### src/rtl/timer_ctrl_pkg.sv
// Shared types and constants for the timer_ctrl sequencer and its buzz timer.
package timer_ctrl_pkg;

   // Encoding is visible on the state output: IDLE=0, RUN=1, PAUSE=2, ALARM=3.
   typedef enum logic [1:0] {
      StIdle  = 2'd0,
      StRun   = 2'd1,
      StPause = 2'd2,
      StAlarm = 2'd3
   } state_e;

   localparam int unsigned BuzzTicksDefault = 4;
   localparam int unsigned BuzzWidth        = 8;

endpackage

### src/rtl/buzz_timer.sv
// Loadable down-counter timing the alarm phase; expire pulses when decremented at 1.
module buzz_timer #(
   parameter int unsigned W = 8
) (
   input  logic         clk,
   input  logic         reset,
   input  logic         load,
   input  logic         dec,
   input  logic [W-1:0] load_val,
   output logic         expire
);

   logic [W-1:0] cnt_q, cnt_d;

   always_comb begin
      cnt_d = cnt_q;
      if (load) begin
         cnt_d = load_val;
      end else if (dec && (cnt_q != '0)) begin
         cnt_d = cnt_q - W'(1);
      end
   end

   assign expire = dec && !load && (cnt_q == W'(1));

   always_ff @(posedge clk) begin
      if (reset) begin
         cnt_q <= '0;
      end else begin
         cnt_q <= cnt_d;
      end
   end

endmodule

### src/rtl/timer_ctrl.sv
// Start/pause/stop sequencer for the up-counter/buzzer datapath.
// Optional feature: define TIMER_CTRL_AUTORELOAD_EN to restart counting after each alarm.
module timer_ctrl
   import timer_ctrl_pkg::*;
#(
   parameter int unsigned WIDTH      = 5,
   parameter int unsigned BUZZ_TICKS = BuzzTicksDefault
) (
   input  logic             clk,
   input  logic             reset,
   input  logic             tick,
   input  logic             start,
   input  logic             pause,
   input  logic             stop,
   input  logic [WIDTH-1:0] target,
   output logic [WIDTH-1:0] count,
   output logic [1:0]       state,
   output logic             busy,
   output logic             buzzer,
   output logic             done
);

   state_e           state_q, state_d;
   logic [WIDTH-1:0] count_q, count_d;
   logic [WIDTH-1:0] target_q, target_d;
   logic             done_q, done_d;
   logic [WIDTH-1:0] count_inc;
   logic             buzz_load;
   logic             buzz_dec;
   logic             buzz_expire;

   buzz_timer #(
      .W (BuzzWidth)
   ) u_buzz_timer (
      .clk      (clk),
      .reset    (reset),
      .load     (buzz_load),
      .dec      (buzz_dec),
      .load_val (BuzzWidth'(BUZZ_TICKS)),
      .expire   (buzz_expire)
   );

   assign count_inc = count_q + WIDTH'(1);

   always_comb begin
      state_d   = state_q;
      count_d   = count_q;
      target_d  = target_q;
      done_d    = 1'b0;
      buzz_load = 1'b0;
      buzz_dec  = 1'b0;
      unique case (state_q)
         StIdle: begin
            if (start && !stop) begin
               target_d = target;
               count_d  = '0;
               if (target == '0) begin
                  state_d   = StAlarm;
                  done_d    = 1'b1;
                  buzz_load = 1'b1;
               end else begin
                  state_d = StRun;
               end
            end
         end
         StRun: begin
            if (stop) begin
               state_d = StIdle;
               count_d = '0;
            end else if (pause) begin
               state_d = StPause;
            end else if (tick) begin
               count_d = count_inc;
               if (count_inc == target_q) begin
                  state_d   = StAlarm;
                  done_d    = 1'b1;
                  buzz_load = 1'b1;
               end
            end
         end
         StPause: begin
            if (stop) begin
               state_d = StIdle;
               count_d = '0;
            end else if (start) begin
               state_d = StRun;
            end
         end
         StAlarm: begin
            count_d = target_q;
            if (stop) begin
               state_d = StIdle;
               count_d = '0;
            end else if (tick) begin
               buzz_dec = 1'b1;
               if (buzz_expire) begin
                  count_d = '0;
`ifdef TIMER_CTRL_AUTORELOAD_EN
                  // A zero target would re-enter ALARM forever, so it falls back to idle.
                  state_d = (target_q != '0) ? StRun : StIdle;
`else
                  state_d = StIdle;
`endif
               end
            end
         end
         default: state_d = StIdle;
      endcase
   end

   always_ff @(posedge clk) begin
      if (reset) begin
         state_q  <= StIdle;
         count_q  <= '0;
         target_q <= '0;
         done_q   <= 1'b0;
      end else begin
         state_q  <= state_d;
         count_q  <= count_d;
         target_q <= target_d;
         done_q   <= done_d;
      end
   end

   assign count  = count_q;
   assign state  = state_q;
   assign busy   = (state_q != StIdle);
   assign buzzer = (state_q == StAlarm);
   assign done   = done_q;

endmodule
### config.mk
export PLATFORM = sky130hd
export DESIGN_NAME = timer_ctrl
export DESIGN_NICKNAME = d
export VERILOG_FILES = /design/src/rtl/timer_ctrl_pkg.sv /design/src/rtl/buzz_timer.sv /design/src/rtl/timer_ctrl.sv
export SDC_FILE = /design/constraint.sdc
export NUM_CORES = 1
export LEC_CHECK = 0
export CAP_MARGIN = 10
export CORE_ASPECT_RATIO = 1.25
export CORE_MARGIN = 10
export CORE_UTILIZATION = 40
export DETAILED_ROUTE_END_ITERATION = 8
export DONT_BUFFER_PORTS = 1
export GPL_ROUTABILITY_DRIVEN = 0
export PLACE_DENSITY_LB_ADDON = 0.2
export SYNTH_ARGS = -nofsm -noshare
export SYNTH_HDL_FRONTEND = slang
export SYNTH_HIERARCHICAL = 1
export SYNTH_SLANG_ARGS = --single-unit
export TNS_END_PERCENT = 20
### constraint.sdc
create_clock -name clk -period 3.71 [get_ports clk]
set_clock_uncertainty 0.2 [all_clocks]
set_input_delay 0.5565 -clock clk [delete_from_list [all_inputs] [get_ports clk]]
set_output_delay 0.5565 -clock clk [all_outputs]
set_load 0.02 [all_outputs]
==> impl_metrics.json <==
{
  "top_layer": "met4",
  "place_inst": 194,
  "drt-met1-wl_mm": 1.32,
  "route.met3.wl_microns": 247,
  "r2r_slack_ns": 0.69,
  "antenna_found_initial": 0,
  "cts_hold_buffers": 0,
  "period_minus_slack_ns": 3.02,
  "path_max_fanout": 11,
  "wl_met2_mm": 1.50,
  "clock-sinks": 21,
  "die_w_microns": 71.8,
  "synth-main-ff-cell": "dfxtp_1",
  "syn_avg_cell_area_sq_um": 8.70,
  "drc_errors": 0,
  "yosysMostFrequentCell": "nor2_1",
  "routed_wl_mm": 3.14,
  "yosysSeqAreaShare_pct": 31.4,
  "wl_per_cell_microns": 15.8,
  "synth_area_sq_um": 1340,
  "insertion_delay_ns": 0.26,
  "powerDensity_nw_per_um2": 305,
  "max_stage_delay_ns": 0.61,
  "synth_area_leaders": "dfxtp_1 (31%), nor2_1 (6.4%), mux2i_1 (4.5%)",
  "synthTopCellsByCount": "nor2_1 (23), dfxtp_1 (21), inv_1 (8)",
  "crit_type": "flop to flop",
  "htreeDepth": 1,
  "finalMaxSlewViolations": 0,
  "multi_input_area_sq_um": 875,
  "synthArstFlopShare_pct": 0,
  "p_clk_share_pct": 34.1,
  "critPathBufInv": 2,
  "p_seq_share_pct": 55.0,
  "hold_start": "reset",
  "grt_usage_pct": 10.5,
  "via_count": 1149,
  "die-area_sq_um": 6080,
  "p_int_mw": 0.327,
  "fin_ws_ns": 0.689,
  "hold_depth": 1,
  "ys_warn_count": 6,
  "cts_tree": "done",
  "setup_violations": 0,
  "io_buffers": 0,
  "drtIter0Drc": 80,
  "cp_top_family": "simple AND/OR/NAND/NOR gates",
  "path_cells": "or2_1, or3_4, nor2_1, a31o_1, inv_1, nand4b_1, nor3_1, a211oi_2, buf_4, a22o_1, a22oi_1, nor2_1",
  "netSwitchingPower_mw": 0.111,
  "clockRootBuffer": "clkbuf_8",
  "clk_pin_slew_worst_paths_ns": 0.08,
  "ir_drop_mv": 0.193,
  "ys_types": 48,
  "hold_viol_final": 0,
  "ios": 21,
  "tns_ns": 0,
  "antenna_left": 0,
  "cts_inserted_buffers": 3,
  "power_frac_comb_pct": 10.8,
  "path_common_cell": "nor2_1",
  "regArea_sq_um": 420,
  "dp_slack_ns": 0.575,
  "first_global_vias": 1125,
  "grt_max_degree": 24,
  "synthCells": 154,
  "layoutNonFillerInstCount": 198,
  "cp-start-kind": "flop",
  "fmax_mhz": 331,
  "fp.dieH_microns": 84.7,
  "maxSlewHeadroom_pct": 45.7,
  "max_cap_violations": 0,
  "diodes": 0,
  "hold_path_end": "done",
  "synth_edf_count": 0,
  "grt_overflow": 0,
  "clock_path_buffers": 2,
  "synth.top_cell.area_share_pct": 31.4,
  "r2r_end": "count[2]",
  "power_leakage_nw": 0.527,
  "drive_gt1_share_pct": 11.8,
  "cp-end-kind": "flop",
  "dp_hpwl_mm": 2.46,
  "hold_class": "primary input to flop",
  "vias_per_cell": 5.80,
  "ctsResizeCount": 0,
  "coreArea_sq_um": 3220,
  "grt_setup_unrepaired": "false",
  "area_growth_pct": 7.38,
  "nets": 177,
  "worst_pin_slew_ns": 0.813,
  "swShare_pct": 25.4,
  "ys_ff_latch": 21,
  "outcome": "finished, final reports clean",
  "grt_pass1_wl_mm": 5.35,
  "post_cts_buffers": 0,
  "drt-pass1-iter-count": 4,
  "cp.required_ns": 3.66,
  "synth_top_cell_by_area": "dfxtp_1",
  "rows": 23,
  "worstReg2RegStart": "state[0]",
  "worst-endpoint-arrival_ns": 2.97,
  "start_util_pct": 41.6,
  "fin_crit_sh_pct": 81.4,
  "ff2ff_path_depth": 12,
  "critPathSlowestCell": "dfxtp_1",
  "n_fill_cell": 341
}
-- stage by stage --
stage / utilization (%) / hold slack [ns] / instance area, sq um / power, mW
3_3_place_gp: 43.2 / 0.338 / 1390 / 0.292
3_5_place_dp: 43.2 / 0.338 / 1390 / 0.293
4_1_cts: 44.6 / 0.151 / 1440 / 0.443
5_1_grt: 44.6 / 0.148 / 1440 / 0.462
2_1_floorplan: - / 0.303 / 1360 / 0.291
6_report: 44.6 / 0.157 / 1440 / 0.438
-- cell usage in the layout (no fill, tap or decap), drive strengths merged, types with 5 or more instances in the layout --
cell,Yosys,final
nor2,24,24
dfxtp,21,21
inv,8,8
conb,2,8
nor3,8,8
a211oi,7,7
xor2,6,6
xnor2,6,6
mux2i,6,6
a22oi,5,5
-- how the worst max path moves through the flow --
stage               from  cells after the start       end  slack (ns)
3_3_place_gp   target[0]                     11  state[1]        0.63
5_1_grt         state[0]                     12  count[1]        0.43
2_1_floorplan  target[0]                     13  state[1]        0.26
3_5_place_dp   target[0]                     11  state[1]        0.58
6_report        state[0]                     12  count[2]        0.69
4_1_cts         count[1]                     12  state[1]        0.66
-- sequential cells by signal, indices dropped and copies added (netlist names) --
signal and flops:
state 2, done 1, target_q 5, u_buzz_timer/cnt_q 8
count 5
-- power by group through the flow --
stage                     combinational (mW)  sequential, mW  clock, mW
after floorplan                       0.0476           0.244          0
after global placement                0.0464           0.246          0
after detailed placement              0.0470           0.246          0
after CTS                             0.0472           0.241      0.155
after global routing                  0.0535           0.243      0.166
final                                 0.0474           0.241      0.150
-- layout make-up --
| cell class | count | share of cell area [%] |
|---|---|---|
| inverter | 8 | 2.09 |
| multi-input combinational | 125 | 60.8 |
| tap | 37 | 3.22 |
| sequential | 21 | 29.2 |
| timing repair buffer | 3 | 1.57 |
| clock buffer | 4 | 3.13 |
-- worst reg2reg max path, stage by stage, from the launching register on --
cell and delay [ns]:
dfxtp_1 0.61, or2_1 0.41, or3_4 0.21, nor2_1 0.03
a31o_1 0.19, inv_1 0.24, nand4b_1 0.13, nor3_1 0.22
a211oi_2 0.13, buf_4 0.17, a22o_1 0.17, a22oi_1 0.14
nor2_1 0.05
-- layer usage --
| layer | vias to the layer above | global-route usage [%] |
|---|---|---|
| met3 | 7 | 3.42 |
| li1 | 566 | - |
| met2 | 30 | 17.3 |
| met1 | 546 | 11.5 |
| met5 | - | 0 |
| met4 | 0 | 5.29 |
-- kinds of logic (layout without fill, tap and decap cells) --
group / count (synthesis) / count (layout) / share of synthesized area (%)
AND/OR/NAND/NOR: 62 / 62 / 27.5
AO/OA/AOI/OAI: 33 / 33 / 19.4
flip-flops: 21 / 21 / 31.4
buffers and inverters: 14 / 15 / 5.04
XOR/XNOR: 12 / 12 / 7.84
multiplexers: 6 / 6 / 4.48
adder cells (fa/ha/maj): 4 / 4 / 3.73
other: 2 / 8 / 0.560
Power figures use the tool's default switching activity.
